--- src/rtl/alu_issue_ctrl_pkg.sv ---
// Shared ALU definitions: opcode encoding and ALU pipeline latency used by
// the issue controller and its result buffer.
package alu_issue_ctrl_pkg;

  typedef enum logic [2:0] {
    OP_ZERO = 3'b000,
    OP_SUB  = 3'b001,
    OP_MUL  = 3'b010,
    OP_NOT  = 3'b011,
    OP_XOR  = 3'b100,
    OP_ABS  = 3'b101,
    OP_HSUB = 3'b110,
    OP_ADD  = 3'b111
  } alu_op_e;

  localparam int ALU_LATENCY = 2;
  // Issue register plus one tracking stage per ALU register stage.
  localparam int PIPE_STAGES = ALU_LATENCY + 1;

endpackage

--- src/rtl/alu_res_fifo.sv ---
// Circular result buffer holding {data, tag} entries in completion order.
// The head reads as zero while empty so consumers never see stale entries.
module alu_res_fifo #(
  parameter int RES_DEPTH = 4,
  parameter int WIDTH     = 20
) (
  input  logic                       clk_p_i,
  input  logic                       reset_n_i,
  input  logic                       wr_en,
  input  logic [WIDTH-1:0]           wr_data,
  input  logic                       rd_en,
  output logic                       rd_valid,
  output logic [WIDTH-1:0]           rd_data,
  output logic [$clog2(RES_DEPTH):0] count
);

  localparam int PTR_W = $clog2(RES_DEPTH);

  logic [WIDTH-1:0] mem [RES_DEPTH];
  logic [PTR_W-1:0] wr_ptr;
  logic [PTR_W-1:0] rd_ptr;
  logic             do_rd;

  assign rd_valid = (count != '0);
  assign do_rd    = rd_en & rd_valid;
  assign rd_data  = rd_valid ? mem[rd_ptr] : '0;

  // Storage needs no reset: the count gates every read of it.
  always_ff @(posedge clk_p_i) begin
    if (wr_en) mem[wr_ptr] <= wr_data;
  end

  // Depth is a power of two, so the pointers wrap by natural overflow.
  always_ff @(posedge clk_p_i or negedge reset_n_i) begin
    if (!reset_n_i) begin
      wr_ptr <= '0;
      rd_ptr <= '0;
      count  <= '0;
    end else begin
      if (wr_en) wr_ptr <= wr_ptr + 1'b1;
      if (do_rd) rd_ptr <= rd_ptr + 1'b1;
      case ({wr_en, do_rd})
        2'b10:   count <= count + 1'b1;
        2'b01:   count <= count - 1'b1;
        default: count <= count;
      endcase
    end
  end

endmodule

--- src/rtl/alu_issue_ctrl.sv ---
// Issue controller for an external 2-cycle ALU: registers operands, tracks
// in-flight tags, and buffers results with credit-based flow control.
module alu_issue_ctrl #(
  parameter int RES_DEPTH = 4,
  parameter int TAG_W     = 4
) (
  input  logic             clk_p_i,
  input  logic             reset_n_i,
  input  logic             cmd_valid_i,
  output logic             cmd_ready_o,
  input  logic [7:0]       cmd_a_i,
  input  logic [7:0]       cmd_b_i,
  input  logic [2:0]       cmd_inst_i,
  input  logic [TAG_W-1:0] cmd_tag_i,
  output logic [7:0]       alu_a_o,
  output logic [7:0]       alu_b_o,
  output logic [2:0]       alu_inst_o,
  input  logic [15:0]      alu_data_i,
  output logic             res_valid_o,
  input  logic             res_ready_i,
  output logic [15:0]      res_data_o,
  output logic [TAG_W-1:0] res_tag_o,
  output logic             busy_o
);

  import alu_issue_ctrl_pkg::*;

  localparam int CNT_W = $clog2(RES_DEPTH) + 1;
  localparam int ENT_W = 16 + TAG_W;

  logic                   accept;
  logic                   pop;
  logic [CNT_W-1:0]       credits;
  logic [PIPE_STAGES-1:0] pipe_v;
  logic [TAG_W-1:0]       pipe_tag [PIPE_STAGES];
  logic [ENT_W-1:0]       head;
  logic [CNT_W-1:0]       fifo_count;

  // Ready comes only from the registered credit count, never from the consumer.
  assign cmd_ready_o = (credits != '0);
  assign accept      = cmd_valid_i & cmd_ready_o;
  assign pop         = res_valid_o & res_ready_i;
  assign busy_o      = (|pipe_v) | (fifo_count != '0);
  assign res_data_o  = head[ENT_W-1:TAG_W];
  assign res_tag_o   = head[TAG_W-1:0];

  // A credit reserves a buffer slot from accept until that result is popped.
  always_ff @(posedge clk_p_i or negedge reset_n_i) begin
    if (!reset_n_i) begin
      credits <= CNT_W'(RES_DEPTH);
    end else if (accept && !pop) begin
      credits <= credits - 1'b1;
    end else if (pop && !accept) begin
      credits <= credits + 1'b1;
    end
  end

  always_ff @(posedge clk_p_i or negedge reset_n_i) begin
    if (!reset_n_i) begin
      alu_a_o    <= '0;
      alu_b_o    <= '0;
      alu_inst_o <= OP_ZERO;
    end else if (accept) begin
      alu_a_o    <= cmd_a_i;
      alu_b_o    <= cmd_b_i;
      alu_inst_o <= cmd_inst_i;
    end else begin
      alu_a_o    <= '0;
      alu_b_o    <= '0;
      alu_inst_o <= OP_ZERO;
    end
  end

  // Valid/tag shadow of the ALU pipeline; it never stalls since credits
  // guarantee a free buffer slot for every op it carries.
  always_ff @(posedge clk_p_i or negedge reset_n_i) begin
    if (!reset_n_i) begin
      pipe_v <= '0;
      for (int i = 0; i < PIPE_STAGES; i++) pipe_tag[i] <= '0;
    end else begin
      pipe_v      <= {pipe_v[PIPE_STAGES-2:0], accept};
      pipe_tag[0] <= accept ? cmd_tag_i : '0;
      for (int i = 1; i < PIPE_STAGES; i++) pipe_tag[i] <= pipe_tag[i-1];
    end
  end

  alu_res_fifo #(
    .RES_DEPTH (RES_DEPTH),
    .WIDTH     (ENT_W)
  ) u_res_fifo (
    .clk_p_i   (clk_p_i),
    .reset_n_i (reset_n_i),
    .wr_en     (pipe_v[PIPE_STAGES-1]),
    .wr_data   ({alu_data_i, pipe_tag[PIPE_STAGES-1]}),
    .rd_en     (pop),
    .rd_valid  (res_valid_o),
    .rd_data   (head),
    .count     (fifo_count)
  );

endmodule
--- config.mk ---
export PLATFORM = sky130hd
export DESIGN_NAME = alu_issue_ctrl
export DESIGN_NICKNAME = d
export VERILOG_FILES = /design/src/rtl/alu_issue_ctrl_pkg.sv /design/src/rtl/alu_res_fifo.sv /design/src/rtl/alu_issue_ctrl.sv
export SDC_FILE = /design/constraint.sdc
export NUM_CORES = 1
export LEC_CHECK = 0
export CELL_PAD_IN_SITES_DETAIL_PLACEMENT = 0
export CELL_PAD_IN_SITES_GLOBAL_PLACEMENT = 1
export CORE_MARGIN = 2
export CORE_UTILIZATION = 30
export DETAILED_ROUTE_END_ITERATION = 10
export GPL_ROUTABILITY_DRIVEN = 0
export HOLD_SLACK_MARGIN = 0.1
export PLACE_DENSITY = 0.59
export REMOVE_ABC_BUFFERS = 1
export SYNTH_ARGS = -nofsm -noshare
export SYNTH_HDL_FRONTEND = slang
export SYNTH_SLANG_ARGS = --single-unit
export TNS_END_PERCENT = 30
--- constraint.sdc ---
create_clock -name clk_p_i -period 6 [get_ports clk_p_i]
set_clock_uncertainty 0.15 [all_clocks]
set_input_delay 1.2 -clock clk_p_i [delete_from_list [all_inputs] [get_ports clk_p_i]]
set_output_delay 1.2 -clock clk_p_i [all_outputs]
set_load 0.005 [all_outputs]
==> results.toml <==
[status]
outcome = "completed"

[grt]
track_usage_pct = 11.45
grt_max_degree = 45
grt_pass1_wl_um = 13920
antenna_found_initial = 0
grt_pass1_vias = 2611
grt-ovfl-total = 0

[sta]
drv_slew = 0
max_freq_mhz = 252.9
setup_viol = 0
finalSetupTns_ps = 0
hold_violations = 0
maxSlewHeadroom_pct = 28.34
layout_min_cycle_time_ps = 3954
period_share_pct = 65.90
tightest_slew_ps = 1075
rsz0062_at_grt = "false"
whs_ps = 192.4

[final_layout]
fin_area_um2 = 6192
area_delta_synth_final_pct = 33.94
layout_common_cells = "clkdlybuf4s50_1, edfxtp_1, dfrtp_1, and2_1, and3_1"
num-nets-final = 387
layout-drive-gt1-share_pct = 14.04
instances_no_fill = 537
final_util_pct = 40.88
final_common_cell = "clkdlybuf4s50_1"
n_antenna_cell = 0

[critical_path]
crit_required_ps = 4650
cp_data_arrival_time_ps = 2600
worst_setup_path_end_kind = "primary output"
crit_path_max_fanout = 15
critPathLaunchType = "flip-flop"
path_class = "flip-flop to primary output"
r2r_cells = 8

[route]
drt_wl_total_um = 8541
dr.pass1.iters = 4
via_per_inst = 4.378
drc = 0
num_vias = 2351
drt_iter0_drc = 112
wl_per_cell_um = 15.91
drtAntennaViolNets = 0

[clock_tree]
cts_setup_buffers = 0
clk_path_buf_depth = 2
postCtsResizedCells = 0
hold_buffers = 0
cts_tree = "built"
cts_buffers = 17
cts.sinks = 124
cts.clk_slew.worst_paths_ps = 50
clk_latency_ps = 400
cts_root_buf = "clkbuf_16"
htree_levels = 4

[place]
numPortBuffers = 84
postPlaceCellArea_um2 = 5658
placed_cells = 505
dp_hpwl_um = 5212

[die]
io_pins = 85
dieArea_um2 = 16420
core_area_um2 = 15150
rows = 45
die_h_um = 128.1
start_util_pct = 30.52
fp.dieW_um = 128.1

[worst_hold_path]
hp-class = "flip-flop to flip-flop"
holdPathStages = 0

[synthesis]
syn-instance-count = 241
ys_seq_elements = 124
yosysSeqAreaShare_pct = 75.81
syn_area_um2 = 4623
syn_avg_cell_area_um2 = 19.18
ys_types = 23
yosys_warnings = 0

[run]
maxCapViolCount = 0

[pwr]
peakVddDrop_uv = 192.0
cellPowerDensity_nw_per_um2 = 477.9
p_leak_nw = 2.364
where the power goes:
| group | internal [mW] | leakage (nW) | switching (mW) |
|---|---|---|---|
| logic | 0.512 | 0.826 | 0.332 |
| clock network | 0.559 | 0.247 | 0.347 |
| registers | 1.11 | 1.29 | 0.0994 |
| total | 2.18 | 2.36 | 0.778 |
sequential cells by signal, summed over array words and instances (netlist names):
name,cells
alu_a_o,8
u_res_fifo.count,3
u_res_fifo.mem,80
alu_inst_o,3
pipe_tag,12
u_res_fifo.wr_ptr,2
u_res_fifo.rd_ptr,2
alu_b_o,8
pipe_v,3
credits,3
synthesized netlist by cell type:
master	number	area [µm²]
nand3_1	1	5.000
buf_2	2	10.01
dfstp_2	1	26.28
xor2_1	5	43.79
or3_1	1	6.260
xnor2_1	4	35.03
inv_1	10	37.54
and3_1	23	143.9
and2_1	25	156.4
or3_4	1	11.26
nor2_1	2	7.510
mux4_2	18	405.4
edfxtp_1	80	2402
fa_1	2	40.04
nand2_1	2	7.510
o21ai_0	1	5.000
or4_1	1	7.510
mux4_1	2	52.55
buf_6	2	22.52
mux2i_1	2	20.02
clkbuf_1	7	26.28
ha_1	6	75.07
dfrtp_1	43	1076
worst max-delay path: stages (launching register included):
cell	delay, ps
dfrtp_1	610
buf_4	400
mux4_1	590
and2_1	170
clkdlybuf4s50_1	430
path summary, 6_finish.rpt:
path	from	slack, ps	to
setup reg to reg	credits[2]	3430	credits[2]
setup / recovery	u_res_fifo.rd_ptr[0]	2050	res_data_o[15]
hold reg to reg	pipe_tag[9]	190	pipe_tag[5]
max in group asynchronous	reset_n_i	4270	pipe_tag[9]
min in group asynchronous	reset_n_i	810	alu_a_o[1]
hold / removal	pipe_tag[9]	190	pipe_tag[5]
metrics by stage:
| step | power, mW | setup WS (ps) |
|---|---|---|
| after global routing | 3.133 | 1869 |
| after floorplan | 1.646 | 2848 |
| final | 2.959 | 2046 |
| after detailed placement | 2.096 | 2382 |
| after CTS | 3.012 | 1944 |
| after global placement | 2.087 | 2411 |
cell type report:
cell class / instances / area [µm²]
inverter: 10 / 37.54
clock inverter: 14 / 105.1
clock buffer: 18 / 429.2
tap: 188 / 235.2
timing repair buffer: 87 / 858.3
multi-input combinational: 96 / 1022
sequential: 124 / 3505
fill: 1388 / 8954
cells by family after synthesis:
group           count (synthesis)  share of synthesized area [%]
buf+inv                        21                          2.084
flops                         124                          75.81
xor+xnor                        9                          1.705
fa+ha+maj                       8                          2.490
mux                            22                          10.34
compound gates                  1                         0.1082
simple gates                   56                          7.470
routing by layer:
layer	global-route usage [%]	share of wire (%)	vias to the layer above
li1	-	-	1086
met1	14.65	46	1166
met2	16.26	43	91
met3	6.010	9.3	8
met4	4.848	1.3	0
met5	0	0	-
No activity file was read; power rests on OpenSTA's default activity.
